File: config.mk
export PLATFORM = sky130hd
export DESIGN_NAME = prog_loader_flat
export DESIGN_NICKNAME = d
export VERILOG_FILES = /design/src/rtl/prog_loader_pkg.sv /design/src/rtl/prog_loader_if.sv /design/src/rtl/prog_loader_word_packer.sv /design/src/rtl/prog_loader.sv /design/src/flat_wrapper.sv
export SDC_FILE = /design/constraint.sdc
export NUM_CORES = 1
export LEC_CHECK = 0
export CAP_MARGIN = 20
export CORE_MARGIN = 5
export CORE_UTILIZATION = 45
export CTS_CLUSTER_DIAMETER = 200
export DETAILED_ROUTE_END_ITERATION = 8
export SETUP_SLACK_MARGIN = 0.02
export SYNTH_ARGS = -nofsm -noshare
export SYNTH_HDL_FRONTEND = slang
export SYNTH_SLANG_ARGS = --single-unit
File: constraint.sdc
create_clock -name clk -period 6.33 [get_ports clk]
set_clock_uncertainty 0.2 [all_clocks]
set_input_delay 1.266 -clock clk [delete_from_list [all_inputs] [get_ports clk]]
set_output_delay 1.266 -clock clk [all_outputs]
set_load 0.01 [all_outputs]
File: src/rtl/prog_loader_pkg.sv
// Shared types and framing constants for the boot-time program loader.
package loader_pkg;

  typedef enum logic [2:0] {
    ST_IDLE,
    ST_HDR,
    ST_DATA,
    ST_CSUM,
    ST_DONE,
    ST_ERR
  } state_e;

  localparam int HDR_BYTES  = 4;
  localparam int WORD_BYTES = 4;
  localparam int CSUM_W     = 8;

endpackage

File: src/rtl/prog_loader_if.sv
// Byte-stream input, instruction-memory write port and load status of prog_loader.
interface prog_loader_if #(
  parameter int ADDR_W = 10
);
  logic              rx_valid;
  logic [7:0]        rx_data;
  logic              rearm;
  logic              imem_we;
  logic [ADDR_W-1:0] imem_addr;
  logic [31:0]       imem_wdata;
  logic              core_rst;
  logic              done;
  logic              error;

  modport master (
    input  rx_valid, rx_data, rearm,
    output imem_we, imem_addr, imem_wdata, core_rst, done, error
  );

  modport slave (
    output rx_valid, rx_data, rearm,
    input  imem_we, imem_addr, imem_wdata, core_rst, done, error
  );
endinterface

File: src/rtl/prog_loader_word_packer.sv
// Assembles little-endian bytes into 32-bit words; word_ready_o pulses the
// cycle after the last byte of a word is sampled.
module word_packer
  import loader_pkg::*;
(
  input  logic        clk,
  input  logic        rst,
  input  logic        clr_i,
  input  logic        byte_valid_i,
  input  logic [7:0]  byte_i,
  output logic        last_byte_o,
  output logic        word_ready_o,
  output logic [31:0] word_o
);

  logic [1:0]  idx_q, idx_d;
  logic [23:0] sh_q, sh_d;
  logic [31:0] word_q, word_d;
  logic        rdy_q, rdy_d;

  assign last_byte_o  = byte_valid_i && (idx_q == 2'(WORD_BYTES - 1));
  assign word_ready_o = rdy_q;
  assign word_o       = word_q;

  always_comb begin
    idx_d  = idx_q;
    sh_d   = sh_q;
    word_d = word_q;
    rdy_d  = 1'b0;
    if (clr_i) begin
      idx_d = '0;
    end else if (byte_valid_i) begin
      if (last_byte_o) begin
        word_d = {byte_i, sh_q};
        rdy_d  = 1'b1;
        idx_d  = '0;
      end else begin
        case (idx_q)
          2'd0:    sh_d[7:0]   = byte_i;
          2'd1:    sh_d[15:8]  = byte_i;
          default: sh_d[23:16] = byte_i;
        endcase
        idx_d = idx_q + 2'd1;
      end
    end
  end

  always_ff @(posedge clk) begin
    if (rst) begin
      idx_q  <= '0;
      sh_q   <= '0;
      word_q <= '0;
      rdy_q  <= 1'b0;
    end else begin
      idx_q  <= idx_d;
      sh_q   <= sh_d;
      word_q <= word_d;
      rdy_q  <= rdy_d;
    end
  end

endmodule

File: src/rtl/prog_loader.sv
// Boot loader: parses a length-prefixed, checksummed byte stream into imem
// writes and holds the core in reset until a verified image is present.
module prog_loader
  import loader_pkg::*;
#(
  parameter int ADDR_W      = 10,
  parameter int TIMEOUT_CYC = 1_000_000
) (
  input  logic           clk,
  input  logic           rst,
  prog_loader_if.master  bus
);

  localparam logic [32:0] CAP = 33'(1) << ADDR_W;

  state_e              state_q, state_d;
  logic [1:0]          hidx_q, hidx_d;
  logic [23:0]         hdr_q, hdr_d;
  logic [ADDR_W:0]     nwords_q, nwords_d;
  logic [ADDR_W:0]     wcnt_q, wcnt_d;
  logic [ADDR_W-1:0]   addr_q, addr_d;
  logic [CSUM_W-1:0]   csum_q, csum_d;
  logic [31:0]         tmo_q, tmo_d;

  logic        in_load, tmo_hit;
  logic        last_byte, word_ready;
  logic [31:0] word;
  logic [31:0] n_full;

  word_packer u_packer (
    .clk          (clk),
    .rst          (rst),
    .clr_i        (state_q != ST_DATA),
    .byte_valid_i (bus.rx_valid && (state_q == ST_DATA)),
    .byte_i       (bus.rx_data),
    .last_byte_o  (last_byte),
    .word_ready_o (word_ready),
    .word_o       (word)
  );

  assign in_load = (state_q == ST_HDR) || (state_q == ST_DATA) || (state_q == ST_CSUM);
  assign tmo_hit = in_load && !bus.rx_valid && (tmo_q == 32'(TIMEOUT_CYC - 1));
  assign n_full  = {bus.rx_data, hdr_q};

  always_comb begin
    state_d  = state_q;
    hidx_d   = hidx_q;
    hdr_d    = hdr_q;
    nwords_d = nwords_q;
    wcnt_d   = wcnt_q;
    addr_d   = addr_q;
    csum_d   = csum_q;
    tmo_d    = '0;

    if (in_load) tmo_d = bus.rx_valid ? 32'd0 : tmo_q + 32'd1;
    // Address advances after the write is presented, so imem_addr is valid with imem_we.
    if (word_ready) addr_d = addr_q + 1'b1;

    case (state_q)
      ST_IDLE: begin
        if (bus.rx_valid) begin
          hdr_d[7:0] = bus.rx_data;
          hidx_d     = 2'd1;
          csum_d     = '0;
          wcnt_d     = '0;
          addr_d     = '0;
          state_d    = ST_HDR;
        end
      end
      ST_HDR: begin
        if (bus.rx_valid) begin
          if (hidx_q == 2'(HDR_BYTES - 1)) begin
            hidx_d = '0;
            if ({1'b0, n_full} > CAP) begin
              state_d = ST_ERR;
            end else begin
              nwords_d = n_full[ADDR_W:0];
              state_d  = (n_full == 32'd0) ? ST_CSUM : ST_DATA;
            end
          end else begin
            if (hidx_q == 2'd1) hdr_d[15:8]  = bus.rx_data;
            else                hdr_d[23:16] = bus.rx_data;
            hidx_d = hidx_q + 2'd1;
          end
        end
      end
      ST_DATA: begin
        if (bus.rx_valid) begin
          csum_d = csum_q + bus.rx_data;
          if (last_byte) begin
            wcnt_d = wcnt_q + 1'b1;
            if (wcnt_d == nwords_q) state_d = ST_CSUM;
          end
        end
      end
      ST_CSUM: begin
        if (bus.rx_valid) state_d = (bus.rx_data == csum_q) ? ST_DONE : ST_ERR;
      end
      ST_DONE, ST_ERR: begin
        if (bus.rearm) begin
          state_d = ST_IDLE;
          csum_d  = '0;
          wcnt_d  = '0;
          addr_d  = '0;
        end
      end
      default: state_d = ST_IDLE;
    endcase

    if (tmo_hit) state_d = ST_ERR;
  end

  always_ff @(posedge clk) begin
    if (rst) begin
      state_q  <= ST_IDLE;
      hidx_q   <= '0;
      hdr_q    <= '0;
      nwords_q <= '0;
      wcnt_q   <= '0;
      addr_q   <= '0;
      csum_q   <= '0;
      tmo_q    <= '0;
    end else begin
      state_q  <= state_d;
      hidx_q   <= hidx_d;
      hdr_q    <= hdr_d;
      nwords_q <= nwords_d;
      wcnt_q   <= wcnt_d;
      addr_q   <= addr_d;
      csum_q   <= csum_d;
      tmo_q    <= tmo_d;
    end
  end

  assign bus.imem_we    = word_ready;
  assign bus.imem_addr  = addr_q;
  assign bus.imem_wdata = word;
  assign bus.core_rst   = (state_q != ST_DONE);
  assign bus.done       = (state_q == ST_DONE);
  assign bus.error      = (state_q == ST_ERR);

endmodule

File: src/flat_wrapper.sv
// flat-port wrapper written by rule: the top's interface ports become plain ports
module prog_loader_flat import loader_pkg::*;
#(
  parameter int ADDR_W      = 10,
  parameter int TIMEOUT_CYC = 1_000_000
)
  (clk, rst, bus_rx_valid, bus_rx_data, bus_rearm, bus_imem_we, bus_imem_addr, bus_imem_wdata, bus_core_rst, bus_done, bus_error);
  prog_loader_if #(.ADDR_W(ADDR_W)) bus_i ();
  input  logic clk;
  input  logic rst;
  input wire logic [$bits(bus_i.rx_valid)-1:0] bus_rx_valid;
  input wire logic [$bits(bus_i.rx_data)-1:0] bus_rx_data;
  input wire logic [$bits(bus_i.rearm)-1:0] bus_rearm;
  output wire logic [$bits(bus_i.imem_we)-1:0] bus_imem_we;
  output wire logic [$bits(bus_i.imem_addr)-1:0] bus_imem_addr;
  output wire logic [$bits(bus_i.imem_wdata)-1:0] bus_imem_wdata;
  output wire logic [$bits(bus_i.core_rst)-1:0] bus_core_rst;
  output wire logic [$bits(bus_i.done)-1:0] bus_done;
  output wire logic [$bits(bus_i.error)-1:0] bus_error;
  assign bus_i.rx_valid = bus_rx_valid;
  assign bus_i.rx_data = bus_rx_data;
  assign bus_i.rearm = bus_rearm;
  assign bus_imem_we = bus_i.imem_we;
  assign bus_imem_addr = bus_i.imem_addr;
  assign bus_imem_wdata = bus_i.imem_wdata;
  assign bus_core_rst = bus_i.core_rst;
  assign bus_done = bus_i.done;
  assign bus_error = bus_i.error;
  prog_loader #(.ADDR_W(ADDR_W), .TIMEOUT_CYC(TIMEOUT_CYC)) u_core (.clk(clk), .rst(rst), .bus(bus_i));
endmodule
==> summary.txt <==
Run status
  • Outcome: finished clean

Clocking
  • Post-CTS Resized: 0
  • Post-CTS setup repair buffer count: 0
  • CTS Buf Count: 17
  • Clock sink total: 160
  • Clk Latency, worst-skew pair: ~420 ps
  • Hold buffers post-CTS: 0
  • # H-tree levels: 4
  • CTS tree: done
  • Clk buf depth: 2
  • Clk slew on worst S/H paths: ~60 ps
  • CTS root buf: clkbuf_16

Cells and area
  • Design area: between 0.008 and 0.009 mm²
  • Synthesis-to-finish area growth: 16.5%
  • Most frequent cells in the layout: 160 x dfxtp_1, 137 x nand2_1, 106 x nor2_1
  • Commonest non-fill, non-tap cell in the layout: dfxtp_1
  • Share of cells above drive strength 1: 4.80%
  • Layout Nets: approximately 910
  • N_diodes: 0

Critical path
  • Worst r2r dst: u_core.u_packer.sh_q[6]
  • CP startpoint kind: primary input
  • Worst Setup SP: bus_rx_valid
  • WP data arrival: roughly 3900 ps
  • WP data required: between 6000 and 7000 ps
  • Worst path max stage delay: 920 ps
  • WS Path Type: in2reg
  • CP most frequent cell: nand2_1
  • Cells on worst reg2reg path: 5
  • Slowest cell on crit path: nor2_1
  • Cell Chain, Critical Path: clkdlybuf4s50_1 -> nand3_1 -> nor2_1 -> nand2_1 -> nand2_1 -> a21oi_1
  • Crit end category: flop
  • Slack of the worst reg-to-reg path: between 3000 and 4000 ps
  • Reg2reg start: u_core.state_q[1]
  • CP max FO: 18

Power
  • LEAKAGE: about 2.8 nW
  • Clk pwr share: between 40 and 50%
  • Tot Pwr: about 2.3 mW
  • Comb power frac: about a tenth
  • Internal power: around 1.7 mW
  • Sw Ratio: between 20 and 25%
  • NetSw: between 0.5 and 0.6 mW
  • Worst ir drop on vdd: roughly 0.00019 V
  • Power Density: about 270 mW/mm²
  • Flop pwr share: between 40% and 50%

Floorplan
  • FP Rows: 46
  • Core area: roughly 0.016 mm²
  • Die span in x: about 140 µm
  • Die height: about 140 µm
  • Starting Density: a little under half
  • IO Count: 58
  • DIE AREA: ~0.018 mm²

Timing
  • F_max: around 260 MHz
  • Final setup TNS: 0 ps
  • Final Hold Violating Endpoints: 0
  • Min Tclk post-route: 3810 ps
  • Final setup viols: 0
  • Max-slew headroom: 28.5%
  • Fin crit share: between 60% and 70%
  • Worst slew pin tran: roughly 1100 ps
  • Final Max Slew Viols: 0
  • RSZ-0062 raised after global routing: false

Detailed routing
  • Post-Route WL: about 16000 µm
  • Routed Antenna Nets: 0
  • Initial DRT Pass Iterations: 6
  • DR vias: ~5.8k
  • Wire per inst: around 15 µm
  • Initial DRC Count: 392
  • DRC Markers: 0
  • Vias/cell: 5.26

Worst hold path
  • Worst Hold Path EP: u_core.u_packer.word_o[4]
  • HP Start: u_core.u_packer.word_o[4]
  • Worst Hold Class: reg2reg
  • Hold Path Stages: 2

Logic synthesis
  • Post-synth net total: ~890
  • Fraction of registers with async set/reset: 0%
  • Mapped Area: slightly above 0.007 mm²
  • Syn avg cell area: 8.27 µm²
  • Top_reg_cell synth: dfxtp_1
  • Register bit count reported by yosys: 160
  • Gate Count Post-Synth: 863
  • Post-synth EDFFs: 0
  • Yosys cell types: 59
  • Yosys Warn Count: 0
  • Post-synthesis sequential area ratio: 44.9%

Placed design
  • DPL Wire Length: between 10000 and 15000 µm
  • I/O Buffers: 57
  • Placer Congestion: between 0.8 and 0.9
  • Area post-placement: between 0.007 and 0.008 mm²

GRT
  • First-pass GRT wire length: ~27000 µm
  • Largest net degree at the start of global routing: a little over 100
  • Grt ovf: 0
  • Tot GR Track Use: a little under a fifth
  • Initial antenna violation count: 0
  • Vias in the first global route: ~5.6k

Flow run
  • Max-Cap Viols: 0
area by class of cell:
class                           instances  area [µm²]
Fill cell                            1474        7400
Multi-Input combinational cell        634        3650
Sequential cell                       160        3200
Timing Repair Buffer                   60         591
Clock buffer                           21         460
Tap cell                              216         270
Clock inverter                          7        88.8
Inverter                               13        48.8
logic make-up after synthesis:
group                      synth area share [%]
xor gates and xnor gates                   6.75
adders and majority gates                  2.91
DFF                                        44.9
and+or+nand+nor                            25.7
buffers and inverters                      3.96
AOI/OAI and AO/OA                          11.6
muxes                                      4.21
per-layer routing:
metal  track usage [%]  routed length, µm  up-vias
li1                  -                  -     2983
met1              24.5               7890     2757
met4              4.76                161        0
met3              4.48                576       15
met2              28.7               7550       94
met5                 0                  0        -
registers in the layout, summed over array words and instances, names as in the netlist, 3 cells and up:
name                    flops
u_core.tmo_q               32
u_core.u_packer.sh_q       24
u_core.nwords_q            11
u_core.hdr_q               24
u_core.bus.imem_addr       10
u_core.csum_q               8
u_core.wcnt_q              11
u_core.state_q              3
u_core.u_packer.word_o     32
worst max-delay path, delay by kind of cell:
kind,cells,cell delay (ps)
compound gates,1,70
buf+inv,1,680
simple gates,4,1840
Yosys cell counts, drive strengths merged (2+ instances only):
cell | number | share of area [%]
and2 | 5 | 0.44
buf | 16 | 1.2
nand2 | 137 | 7.2
xor2 | 38 | 4.7
nor2 | 107 | 5.7
nand3b | 4 | 0.42
o21ai | 22 | 1.5
nor4b | 4 | 0.49
and3 | 10 | 0.88
a21o | 3 | 0.32
a2111oi | 2 | 0.33
clkbuf | 40 | 2.1
ha | 15 | 2.6
o211ai | 3 | 0.32
nand4 | 13 | 1.2
nor3b | 3 | 0.39
inv | 13 | 0.68
xnor2 | 17 | 2.1
and4 | 3 | 0.37
a31oi | 4 | 0.35
o21a | 2 | 0.21
a21oi | 86 | 6.0
or3b | 2 | 0.25
mux2i | 30 | 4.2
nand3 | 50 | 3.5
nand2b | 4 | 0.35
a211o | 2 | 0.25
a22oi | 10 | 1.1
nor3 | 16 | 1.3
or3 | 9 | 0.79
dfxtp | 160 | 45
a211oi | 2 | 0.28
or2 | 2 | 0.18
nor4 | 13 | 1.4
nor2b | 3 | 0.26
stage by stage:
stage / instances / hold slack [ps] / util (%) / setup WS (ps)
after CTS: 1111 / 255 / 52.9 / 2590
final: 1111 / 253 / 52.9 / 2520
after detailed placement: 1083 / 245 / 49.4 / 2140
after global placement: 1083 / 243 / 49.4 / 2200
after floorplan: 863 / 231 / - / 3160
after global routing: 1111 / 266 / 52.9 / 2390
how the worst max path moves through the flow:
stage                                           to  depth (start not counted)
after global placement    u_core.u_packer.sh_q[14]                          6
after detailed placement   u_core.u_packer.sh_q[6]                          6
after CTS                  u_core.u_packer.sh_q[6]                          6
after global routing       u_core.u_packer.sh_q[9]                          6
final                      u_core.u_packer.sh_q[6]                          6
after floorplan                  u_core.state_q[0]                          7
power by group through the flow:
stage	combinational, mW	sequential (mW)	clock [mW]
after global routing	0.239	1.07	1.03
final	0.218	1.06	0.970
after global placement	0.213	1.09	0
after floorplan	0.170	1.07	0
after CTS	0.217	1.06	0.996
after detailed placement	0.217	1.09	0
(Power assumes the default switching activity.)
